===== config.mk =====
export PLATFORM = sky130hd
export DESIGN_NAME = chime_sequencer
export DESIGN_NICKNAME = d
export VERILOG_FILES = /design/src/rtl/chime_pkg.sv /design/src/rtl/chime_note_rom.sv /design/src/rtl/chime_sequencer.sv
export SDC_FILE = /design/constraint.sdc
export NUM_CORES = 1
export LEC_CHECK = 0
export BUFFER_PORTS_ARGS = -buffer_cell sky130_fd_sc_hd__buf_2
export CORE_MARGIN = 1.5
export CORE_UTILIZATION = 54
export CTS_CLUSTER_SIZE = 20
export DETAILED_ROUTE_END_ITERATION = 7
export HOLD_SLACK_MARGIN = 0.03
export PLACE_DENSITY_LB_ADDON = 0.15
export SYNTH_ARGS = -nofsm -noshare
export SYNTH_HDL_FRONTEND = slang
export SYNTH_SLANG_ARGS = --single-unit

===== constraint.sdc =====
create_clock -name clk -period 2.8 [get_ports clk]
set_input_delay 0.28 -clock clk [delete_from_list [all_inputs] [get_ports clk]]
set_output_delay 0.28 -clock clk [all_outputs]
set_load 0.01 [all_outputs]

===== src/rtl/chime_pkg.sv =====
// Shared types, encodings, note-entry layout and pitch arithmetic for the chime sequencer.
package chime_pkg;

  typedef enum logic [1:0] {IDLE, LOAD, PLAY, GAP} state_t;

  localparam logic [1:0] SRC_NONE  = 2'b00;
  localparam logic [1:0] SRC_CHIME = 2'b01;
  localparam logic [1:0] SRC_ALARM = 2'b10;

  localparam logic [4:0] ALARM_BASE = 5'd0;
  localparam logic [4:0] CHIME_BASE = 5'd16;

  // Note entry: [15] last, [14:11] pitch code (0 = rest), [10:0] duration in ms
  localparam int LAST_BIT = 15;
  localparam int CODE_HI  = 14;
  localparam int CODE_LO  = 11;
  localparam int DUR_HI   = 10;
  localparam int DUR_LO   = 0;

  // Pitch codes 1..15 walk the C major scale from C5 up to C7
  function automatic int unsigned freq_hz(input logic [3:0] code);
    case (code)
      4'd1:    return 523;
      4'd2:    return 587;
      4'd3:    return 659;
      4'd4:    return 698;
      4'd5:    return 784;
      4'd6:    return 880;
      4'd7:    return 988;
      4'd8:    return 1047;
      4'd9:    return 1175;
      4'd10:   return 1319;
      4'd11:   return 1397;
      4'd12:   return 1568;
      4'd13:   return 1760;
      4'd14:   return 1976;
      4'd15:   return 2093;
      default: return 0;
    endcase
  endfunction

  // Clock cycles per output period, rounded down; a rest maps to 0
  function automatic logic [31:0] pitch_div(input int unsigned clk_hz, input logic [3:0] code);
    if (code == 4'd0) return 32'd0;
    return 32'(clk_hz / freq_hz(code));
  endfunction

  // Whole code -> period table, evaluated once at elaboration
  function automatic logic [15:0][31:0] div_table(input int unsigned clk_hz);
    logic [15:0][31:0] t;
    for (int i = 0; i < 16; i++) t[i] = pitch_div(clk_hz, 4'(i));
    return t;
  endfunction

  function automatic logic [15:0] mk_note(input logic last, input logic [3:0] code,
                                          input logic [10:0] dur);
    return {last, code, dur};
  endfunction

endpackage


===== src/rtl/chime_note_rom.sv =====
// Melody storage: alarm tune at 0..15, hourly chime at 16..31.
module chime_note_rom
  import chime_pkg::*;
(
  input  logic [4:0]  ptr,
  output logic [15:0] entry
);

  // Combinational lookup; unused slots read as a zero-length rest
  always_comb begin
    entry = '0;
    case (ptr)
      // alarm: A5 3 ms, rest 2 ms, C6 with zero length (plays as 1 ms)
      5'd0:    entry = mk_note(1'b0, 4'd6, 11'd3);
      5'd1:    entry = mk_note(1'b0, 4'd0, 11'd2);
      5'd2:    entry = mk_note(1'b1, 4'd8, 11'd0);
      // chime: E5 2 ms, G5 1 ms, C6 3 ms
      5'd16:   entry = mk_note(1'b0, 4'd3, 11'd2);
      5'd17:   entry = mk_note(1'b0, 4'd5, 11'd1);
      5'd18:   entry = mk_note(1'b1, 4'd8, 11'd3);
      default: entry = '0;
    endcase
  end

endmodule


===== src/rtl/chime_sequencer.sv =====
// Buzzer owner: arbitrates alarm/chime requests and plays the note ROM melody.
module chime_sequencer
  import chime_pkg::*;
#(
  parameter int unsigned CLK_HZ        = 50_000_000,
  parameter int unsigned GAP_MS        = 20,
  parameter int unsigned ALARM_REPEATS = 3
) (
  input  logic        clk,
  input  logic        rst_n,
  input  logic        alarm_req,
  input  logic        chime_req,
  input  logic        stop,
  output logic [31:0] divnum,
  output logic        tone_on,
  output logic        busy,
  output logic [1:0]  src
);

  localparam int unsigned TICK_DIV = CLK_HZ / 1000;
  localparam int PRE_W = (TICK_DIV > 1) ? $clog2(TICK_DIV) : 1;
  localparam int REP_W = $clog2(ALARM_REPEATS + 1);
  localparam logic [PRE_W-1:0] PRE_MAX = PRE_W'(TICK_DIV - 1);
  localparam logic [REP_W-1:0] REP_MAX = REP_W'(ALARM_REPEATS - 1);
  localparam logic [10:0] GAP_LEN = 11'(GAP_MS);
  localparam logic [15:0][31:0] PITCH_DIV = div_table(CLK_HZ);

  state_t           state;
  logic [4:0]       ptr;
  logic [REP_W-1:0] rep;
  logic [PRE_W-1:0] pre;
  logic [10:0]      ms_left;
  logic             alarm_pend, chime_pend;
  logic [15:0]      entry;
  logic             last;
  logic [3:0]       code;
  logic [10:0]      dur;
  logic             tick, ms_end;

  chime_note_rom u_rom (.ptr(ptr), .entry(entry));

  assign last   = entry[LAST_BIT];
  assign code   = entry[CODE_HI:CODE_LO];
  assign dur    = entry[DUR_HI:DUR_LO];
  assign tick   = (pre == PRE_MAX);
  assign ms_end = tick && (ms_left == 11'd1);

  // Request latching, arbitration, melody stepping and ms timing in one FSM
  always_ff @(posedge clk or negedge rst_n) begin
    if (!rst_n) begin
      state      <= IDLE;
      ptr        <= '0;
      rep        <= '0;
      pre        <= '0;
      ms_left    <= '0;
      alarm_pend <= 1'b0;
      chime_pend <= 1'b0;
      divnum     <= '0;
      tone_on    <= 1'b0;
      busy       <= 1'b0;
      src        <= SRC_NONE;
    end else begin
      // a source that already owns the buzzer ignores its own request
      if (alarm_req && src != SRC_ALARM) alarm_pend <= 1'b1;
      if (chime_req && src != SRC_CHIME) chime_pend <= 1'b1;

      if (stop) begin
        state      <= IDLE;
        alarm_pend <= 1'b0;
        chime_pend <= 1'b0;
        tone_on    <= 1'b0;
        busy       <= 1'b0;
        src        <= SRC_NONE;
      end else if (src == SRC_CHIME && (alarm_req || alarm_pend)) begin
        // alarm preempts a running chime; the chime is dropped for good
        state      <= LOAD;
        ptr        <= ALARM_BASE;
        rep        <= '0;
        src        <= SRC_ALARM;
        alarm_pend <= 1'b0;
        tone_on    <= 1'b0;
        busy       <= 1'b1;
      end else begin
        case (state)
          IDLE: begin
            if (alarm_pend) begin
              state      <= LOAD;
              ptr        <= ALARM_BASE;
              rep        <= '0;
              src        <= SRC_ALARM;
              busy       <= 1'b1;
              alarm_pend <= 1'b0;
            end else if (chime_pend) begin
              state      <= LOAD;
              ptr        <= CHIME_BASE;
              src        <= SRC_CHIME;
              busy       <= 1'b1;
              chime_pend <= 1'b0;
            end
          end
          LOAD: begin
            if (code != 4'd0) divnum <= PITCH_DIV[code];
            ms_left <= (dur == 11'd0) ? 11'd1 : dur;
            pre     <= '0;
            tone_on <= (code != 4'd0);
            state   <= PLAY;
          end
          PLAY: begin
            pre <= tick ? '0 : pre + 1'b1;
            if (ms_end) begin
              state   <= GAP;
              tone_on <= 1'b0;
              ms_left <= GAP_LEN;
            end else if (tick) begin
              ms_left <= ms_left - 11'd1;
            end
          end
          GAP: begin
            pre <= tick ? '0 : pre + 1'b1;
            if (ms_end) begin
              if (!last) begin
                ptr   <= ptr + 5'd1;
                state <= LOAD;
              end else if (src == SRC_ALARM && rep < REP_MAX) begin
                rep   <= rep + 1'b1;
                ptr   <= ALARM_BASE;
                state <= LOAD;
              end else begin
                state <= IDLE;
                src   <= SRC_NONE;
                busy  <= 1'b0;
              end
            end else if (tick) begin
              ms_left <= ms_left - 11'd1;
            end
          end
          default: state <= IDLE;
        endcase
      end
    end
  end

endmodule


==> impl_metrics.tcl, run 1 <==
set metrics [dict create \
    regArea_um2 1480 \
    routed-wl-met3_um 376 \
    synth_flop_cell "dfrtp_1" \
    num_vias 3500 \
    ys_seq_elements 59 \
    cts_made_buffers 9 \
    async_flop_share_pct 100 \
    drc 0 \
    drv_slew 0 \
    first_global_vias 3234 \
    period_share_pct 92.7 \
    r2r-start "ptr[0]$_DFFE_PN0P_" \
    fillers 648 \
    setup-tns-final_ns 0 \
    fin_util_pct 61.5 \
    dr.pass1.iters 4 \
    intPower_uw 2210 \
    finalHoldViolCount 0 \
    period_minus_slack_ns 2.60 \
    endpoint_kind "flop" \
    antenna_cells 0 \
    cts_tree "yes" \
    yosys.area.top_type_share_pct 36.3 \
    yosysUniqueCellTypes 74 \
    crit_chain "inv_1, ha_1, o21ai_0, or3_1, ha_1, a2111o_2, a2111oi_0, a21o_1" \
    powerDensity_nw_per_um2 866 \
    wl_per_cell_um 15.5 \
    grt_pass1_wl_mm 15.5 \
    synth_area_per_cell_um2 8.91 \
    core.rowCount 31 \
    initial_utilization_pct 56.0 \
    drv_cap 0 \
    rrSetupSlack_ns 0.20 \
    ant_nets 0 \
    relSlewSlack_pct 41.7 \
    comb_power_share_pct 50.4 \
    path_clk_slew_ns 0.07 \
    h-tree-depth 3 \
    synth_warnings 0 \
    critPathLaunchType "flop" \
    p_leak_uw 0.00201 \
    yosysTopAreaCell "dfrtp_1" \
    met1Wirelength_mm 4.29 \
    route.met2.wl_mm 4.34 \
    grt_usage_pct 23.1 \
    overflow 0 \
    hold_class "in -> async" \
    port-buffer-count 25 \
    setup_viol 0 \
    yosysMostFrequentCell "dfrtp_1" \
    synthCells 456 \
    crit_slowest_cell "a2111o_2" \
    ioPinCount 41 \
    core_area_um2 7250 \
    globalplace.congestion 0.842 \
    clock_path_buffers 2 \
    ff2ff_path_depth 8 \
    synth_common_cells "59 x dfrtp_1, 42 x nand2_1, 39 x nor2_1, 38 x o21ai_0" \
    clockPowerShare_pct 19.5 \
    synth-edff-count 0 \
    grt_max_degree 60 \
    mappedNetlistArea_um2 4060 \
    multiInputGateArea_um2 2360 \
    via_per_inst 5.96 \
    cp_slowest_stage_delay_ns 0.58 \
    r2r_end "divnum[16]$_DFFE_PN0P_" \
    arrival_ns 2.88 \
    insertion_delay_ns 0.34 \
    area_growth_pct 9.85 \
    rsz0062_at_grt "no" \
    timing.hold.ws_ns 0.0792 \
    required_ns 3.08 \
    fmax_mhz 385 \
    power_frac_seq_pct 30.1 \
    p_switching_uw 1660 \
    netSwitchingFraction_pct 42.9 \
    totalWireLength_mm 9.13 \
    critPathMaxFanout 20 \
    die_h_um 89.8 \
    top_layer_used "met4" \
    finalClockSkew_ns 0.00965 \
    cts_hold_buf 0 \
    drt_iter0_markers 237 \
    dp_hpwl_mm 6.46 \
    layout-drive-gt1-share_pct 17.4 \
    max-vdd-ir-drop_mv 0.284 \
    crit_top_cell "ha_1" \
    worst_pin_slew_ns 0.868 \
    nNetsFinal 505 \
    yosysSeqAreaShare_pct 36.3 \
    grt_antenna_before_repair 0 \
    crit_type "reg -> reg" \
    yosys-top-cells-area "dfrtp_1 36%, ha_1 4.9%, o21ai_0 4.7%" \
    die_x_um 89.8 \
    clockRootBuffer "clkbuf_8" \
    cts.sink_count 59 \
    die-area_um2 8060 \
    status "completed" \
]
metal layers:
layer  GRT usage (%)  vias up
li1                -     1689
met1            32.1     1705
met2            36.8       94
met3            3.98       12
met4            7.41        0
met5               0        -
area by class of cell:
class	instances	area share [%]
Clock inverter	5	1.23
Clock buffer	10	2.86
Multi-Input combinational cell	353	52.8
Tap cell	99	2.77
Sequential cell	59	33.1
Timing Repair Buffer	42	5.66
Inverter	19	1.60
sequential cells by signal (all words and copies together) (netlist names):
name	flops
rep	2
tone_on	1
divnum	17
chime_pend	1
state	2
pre	16
src	2
ms_left	11
alarm_pend	1
busy	1
ptr	5
layout by cell type, fill, tap and decap left out, types with 7 or more instances in the layout:
| master | Yosys | final |
|---|---|---|
| o21ai_0 | 38 | 37 |
| buf_2 | 2 | 25 |
| nor3_1 | 7 | 7 |
| buf_4 | 15 | 17 |
| nand4_1 | 7 | 7 |
| o31ai_1 | 7 | 7 |
| mux2_2 | 7 | 7 |
| clkbuf_8 | 0 | 9 |
| conb_1 | 1 | 15 |
| a21oi_1 | 19 | 19 |
| a31oi_1 | 7 | 7 |
| a21o_1 | 7 | 7 |
| nor2_1 | 39 | 39 |
| nand2_1 | 42 | 42 |
| inv_1 | 18 | 18 |
| xnor2_1 | 11 | 11 |
| dfrtp_1 | 59 | 59 |
| nand3_1 | 15 | 15 |
| ha_1 | 16 | 16 |
logic make-up after synthesis:
group | after synthesis | synth area share [%]
AND/OR/NAND/NOR | 176 | 25.2
AO/OA/AOI/OAI | 120 | 20.3
flip-flops | 59 | 36.3
buffers and inverters | 58 | 6.99
adder cells (fa/ha/maj) | 16 | 4.93
XOR/XNOR | 15 | 3.23
multiplexers | 11 | 2.93
other | 1 | 0.0923
critical path, delay by kind of cell, from the launching register on:
| kind | cells | cell delay, ns |
|---|---|---|
| AO/OA/AOI/OAI | 4 | 1.18 |
| flip-flops | 1 | 0.44 |
| adder cells (fa/ha/maj) | 2 | 0.41 |
| AND/OR/NAND/NOR | 1 | 0.38 |
| buffers and inverters | 1 | 0.11 |
through the flow:
step	total power [uW]	setup WS, ns	instance area, um^2	instances
2_1_floorplan	2570	0.120	4120	470
3_3_place_gp	3090	0.273	4280	572
3_5_place_dp	3110	0.115	4280	572
4_1_cts	3870	0.107	4460	587
5_1_grt	4170	0.00609	4460	587
6_report	3870	0.204	4460	587
repair_timing:
item / 4_1_cts / 5_1_grt
setup buffers: 0 / 0
setup endpoints to repair: 0 / 9
hold endpoints to repair: 0 / 0
gates resized for setup: 0 / 1
power groups by stage:
stage | Sequential, uW | Combinational [uW] | Clock, uW
after global routing | 1190 | 2170 | 801
after CTS | 1160 | 1940 | 763
after floorplan | 1220 | 1350 | 0
final | 1160 | 1950 | 753
after detailed placement | 1180 | 1930 | 0
after global placement | 1170 | 1910 | 0
how the worst max path moves through the flow:
stage	from	end	slack [ns]	cells after the start
final	ptr[0]$_DFFE_PN0P_	divnum[16]$_DFFE_PN0P_	0.20	8
after detailed placement	ptr[0]$_DFFE_PN0P_	divnum[11]$_DFFE_PN0P_	0.12	8
after global placement	ptr[0]$_DFFE_PN0P_	divnum[11]$_DFFE_PN0P_	0.27	8
after CTS	ptr[0]$_DFFE_PN0P_	divnum[11]$_DFFE_PN0P_	0.11	8
after global routing	ptr[0]$_DFFE_PN0P_	divnum[16]$_DFFE_PN0P_	0.006	8
after floorplan	ptr[1]$_DFFE_PN0P_	divnum[0]$_DFFE_PN0P_	0.12	11
Power figures use the tool's default switching activity.
==> run 2, diff against run 1 <==
--- a/config.mk
+++ b/config.mk
@@ -14,4 +14,5 @@
 export PLACE_DENSITY_LB_ADDON = 0.15
 export SYNTH_ARGS = -nofsm -noshare
 export SYNTH_HDL_FRONTEND = slang
+export SYNTH_HIERARCHICAL = 1
 export SYNTH_SLANG_ARGS = --single-unit
==> run 2 against run 1 <==
  * Die area about the same
  * Hold slack gained 0.16 ns
  * Highest routed layer unchanged
  * Largest cell class unchanged
  * Critical path depth is 3 lower
  * Largest power group unchanged
  * Critical endpoint is now ms_left[8]$_DFFE_PN0P_
  * Non-clock buffer count is 2 higher
  * Sequential share of layout area is 0.63 points lower
  * Critical path type unchanged
==> impl_metrics.tcl, run 2 <==
set metrics [dict create \
    yosysUniqueCellTypes 65 \
    synth_flop_cell "dfrtp_1" \
    port-buffer-count 25 \
    synthSimpleGateAreaFrac_pct 24.5 \
    core_area_um2 7250 \
    p_leak_uw 0.00205 \
    synth_top_family_by_area "simple AND/OR/NAND/NOR gates" \
    via_per_inst 6.04 \
    status "completed" \
    drv_cap 0 \
    cts_tree "yes" \
    clock_path_buffers 2 \
    reg_top3 "divnum x17, pre x16, ms_left x11" \
    worst_pin_slew_ns 0.702 \
    finalHoldViolCount 0 \
    grt_usage_pct 25.4 \
    ys_seq_elements 59 \
    drv_slew 0 \
    clockRootBuffer "clkbuf_8" \
    stdcell_area_um2 4550 \
    yosysTopAreaCell "dfrtp_1" \
    max-vdd-ir-drop_mv 0.370 \
    setup_viol 0 \
    dr.pass1.iters 5 \
    layout_common_cells "59 x dfrtp_1, 54 x nand2_1, 41 x nor2_1, 41 x o21ai_0, 28 x a21oi_1" \
    initial_utilization_pct 56.0 \
    grt_antenna_before_repair 0 \
    ioPinCount 41 \
    antenna_cells 0 \
    yosys-top-cells-area "dfrtp_1 36%, o21ai_0 5.0%, nand2_1 5.0%" \
    postCtsSetupBuffers 0 \
    synthCells 491 \
    path_clk_slew_ns 0.07 \
    yosysMostFrequentCell "dfrtp_1" \
    synth-compound-area-share_pct 22.0 \
    grt_max_degree 40 \
    layout-drive-gt1-share_pct 14.9 \
    setup-tns-final_ns 0 \
    synth_xor_area_share_pct 2.15 \
    totalWireLength_mm 9.79 \
    crit_type "reg -> reg" \
    core.rowCount 31 \
    wl_per_cell_um 15.7 \
    relSlewSlack_pct 52.9 \
    nNetsFinal 541 \
    period_minus_slack_ns 2.59 \
    num_vias 3772 \
    die-area_um2 8060 \
    cts_resized 0 \
    fmax_mhz 387 \
    die_h_um 89.8 \
    synth_mux_area_share_pct 1.26 \
    period_share_pct 92.4 \
    finalClockSkew_ns 0.00573 \
    arrival_ns 2.86 \
    synth_fa_ha_area_share_pct 4.92 \
    hold_class "in -> reg" \
    synth_common_cells "59 x dfrtp_1, 54 x nand2_1, 41 x nor2_1, 41 x o21ai_0, 28 x a21oi_1" \
    drc 0 \
    overflow 0 \
    drt_iter0_markers 181 \
    final_common_cell "dfrtp_1" \
    ant_nets 0 \
    required_ns 3.07 \
    async_flop_share_pct 100 \
    synth-edff-count 0 \
    insertion_delay_ns 0.35 \
    dp_hpwl_mm 6.91 \
    powerDensity_nw_per_um2 973 \
    rsz0062_at_grt "no" \
    largest_register "divnum" \
    min_from "stop" \
    yosys.area.top_type_share_pct 36.3 \
    crit_start "pre[5]$_DFFE_PN0P_" \
    cts_made_buffers 9 \
    area_growth_pct 11.9 \
    total_power_uw 4430 \
    h-tree-depth 3 \
    critPathMaxFanout 6 \
    critPathLaunchType "flop" \
    synth_warnings 6 \
    grt_pass1_wl_mm 16.7 \
    r2r-start "pre[5]$_DFFE_PN0P_" \
    yosysSeqAreaShare_pct 36.3 \
    endpoint_kind "flop" \
    globalplace.congestion 0.947 \
    synth_area_per_cell_um2 8.28 \
    cts.sink_count 59 \
    die_x_um 89.8 \
    mappedNetlistArea_um2 4070 \
    first_global_vias 3500 \
    largest_register_ffs 17 \
    place_area_um2 4280 \
]
## run 2: changes by cell type after synthesis, sizes merged, moves of 7 or more
cell   previous run  this run
nand2            43        54
buf              20        30
a21oi            19        28
or4               3        11
nor4b             7         0
xnor2            11         4
## run 2: final timing paths
path | to | cells after the start | slack (ns)
worst min-delay path | state[0]$_DFFE_PN0P_ | 2 | 0.24
worst max register to register | ms_left[8]$_DFFE_PN0P_ | 5 | 0.21
worst min register to register | divnum[14]$_DFFE_PN0P_ | 2 | 0.48
max in group asynchronous | pre[11]$_DFFE_PN0P_ | 3 | 1.50
min in group asynchronous | alarm_pend$_DFF_PN0_ | 2 | 0.42
worst max-delay path | ms_left[8]$_DFFE_PN0P_ | 5 | 0.21
## run 2: per-stage QoR
| stage | util [%] | hold slack (ns) | instances | worst slack [ns] |
|---|---|---|---|---|
| floorplan | - | -0.0156 | 513 | 0.185 |
| global placement | 59.0 | 0.280 | 607 | 0.294 |
| detailed placement | 59.0 | 0.278 | 607 | 0.256 |
| CTS | 62.7 | 0.230 | 624 | 0.224 |
| global route | 62.7 | 0.253 | 624 | 0.133 |
| finish | 62.7 | 0.241 | 624 | 0.213 |
## run 2: power breakdown
group | internal (uW) | switching [uW] | total, uW
clock network | 681 | 389 | 1070
logic | 816 | 1240 | 2050
registers | 1100 | 207 | 1310
total | 2600 | 1830 | 4430
## run 2: cell families (layout without fill, tap and decap cells)
group	after synthesis	after routing
AO/OA/AOI/OAI	139	139
XOR/XNOR	10	10
adder cells (fa/ha/maj)	16	16
buffers and inverters	67	79
flip-flops	59	59
multiplexers	5	5
other	2	24
AND/OR/NAND/NOR	193	193
## run 2: worst max-delay path: stages, from the launching register on
cell     delay [ns]
dfrtp_1        0.45
or4b_4         0.58
or4_4          0.57
or4_4          0.53
o31a_1         0.25
o22ai_1        0.12
## run 2: final cells by class
cell class | instances | area, um^2
multi-input cells | 387 | 2350
clock buffers | 9 | 124
clock inverters | 7 | 139
fillers | 643 | 2700
repair buffers | 44 | 270
flip-flops and latches | 59 | 1480
well taps | 99 | 124
inverters | 19 | 71.3
## run 2: what timing repair did
| action | in CTS | in global routing |
|---|---|---|
| setup endpoints to repair | 0 | 0 |
| endpoints found under the hold margin | 20 | 0 |
| hold buffers | 1 | 0 |
## run 2: metal layers
metal / wire length, um / part of all wire (%) / track usage (%)
met1: 4380 / 45 / 34.4
met3: 606 / 6.2 / 4.57
met4: 220 / 2.2 / 12.3
met5: 0 / 0 / 0
met2: 4580 / 47 / 39.3
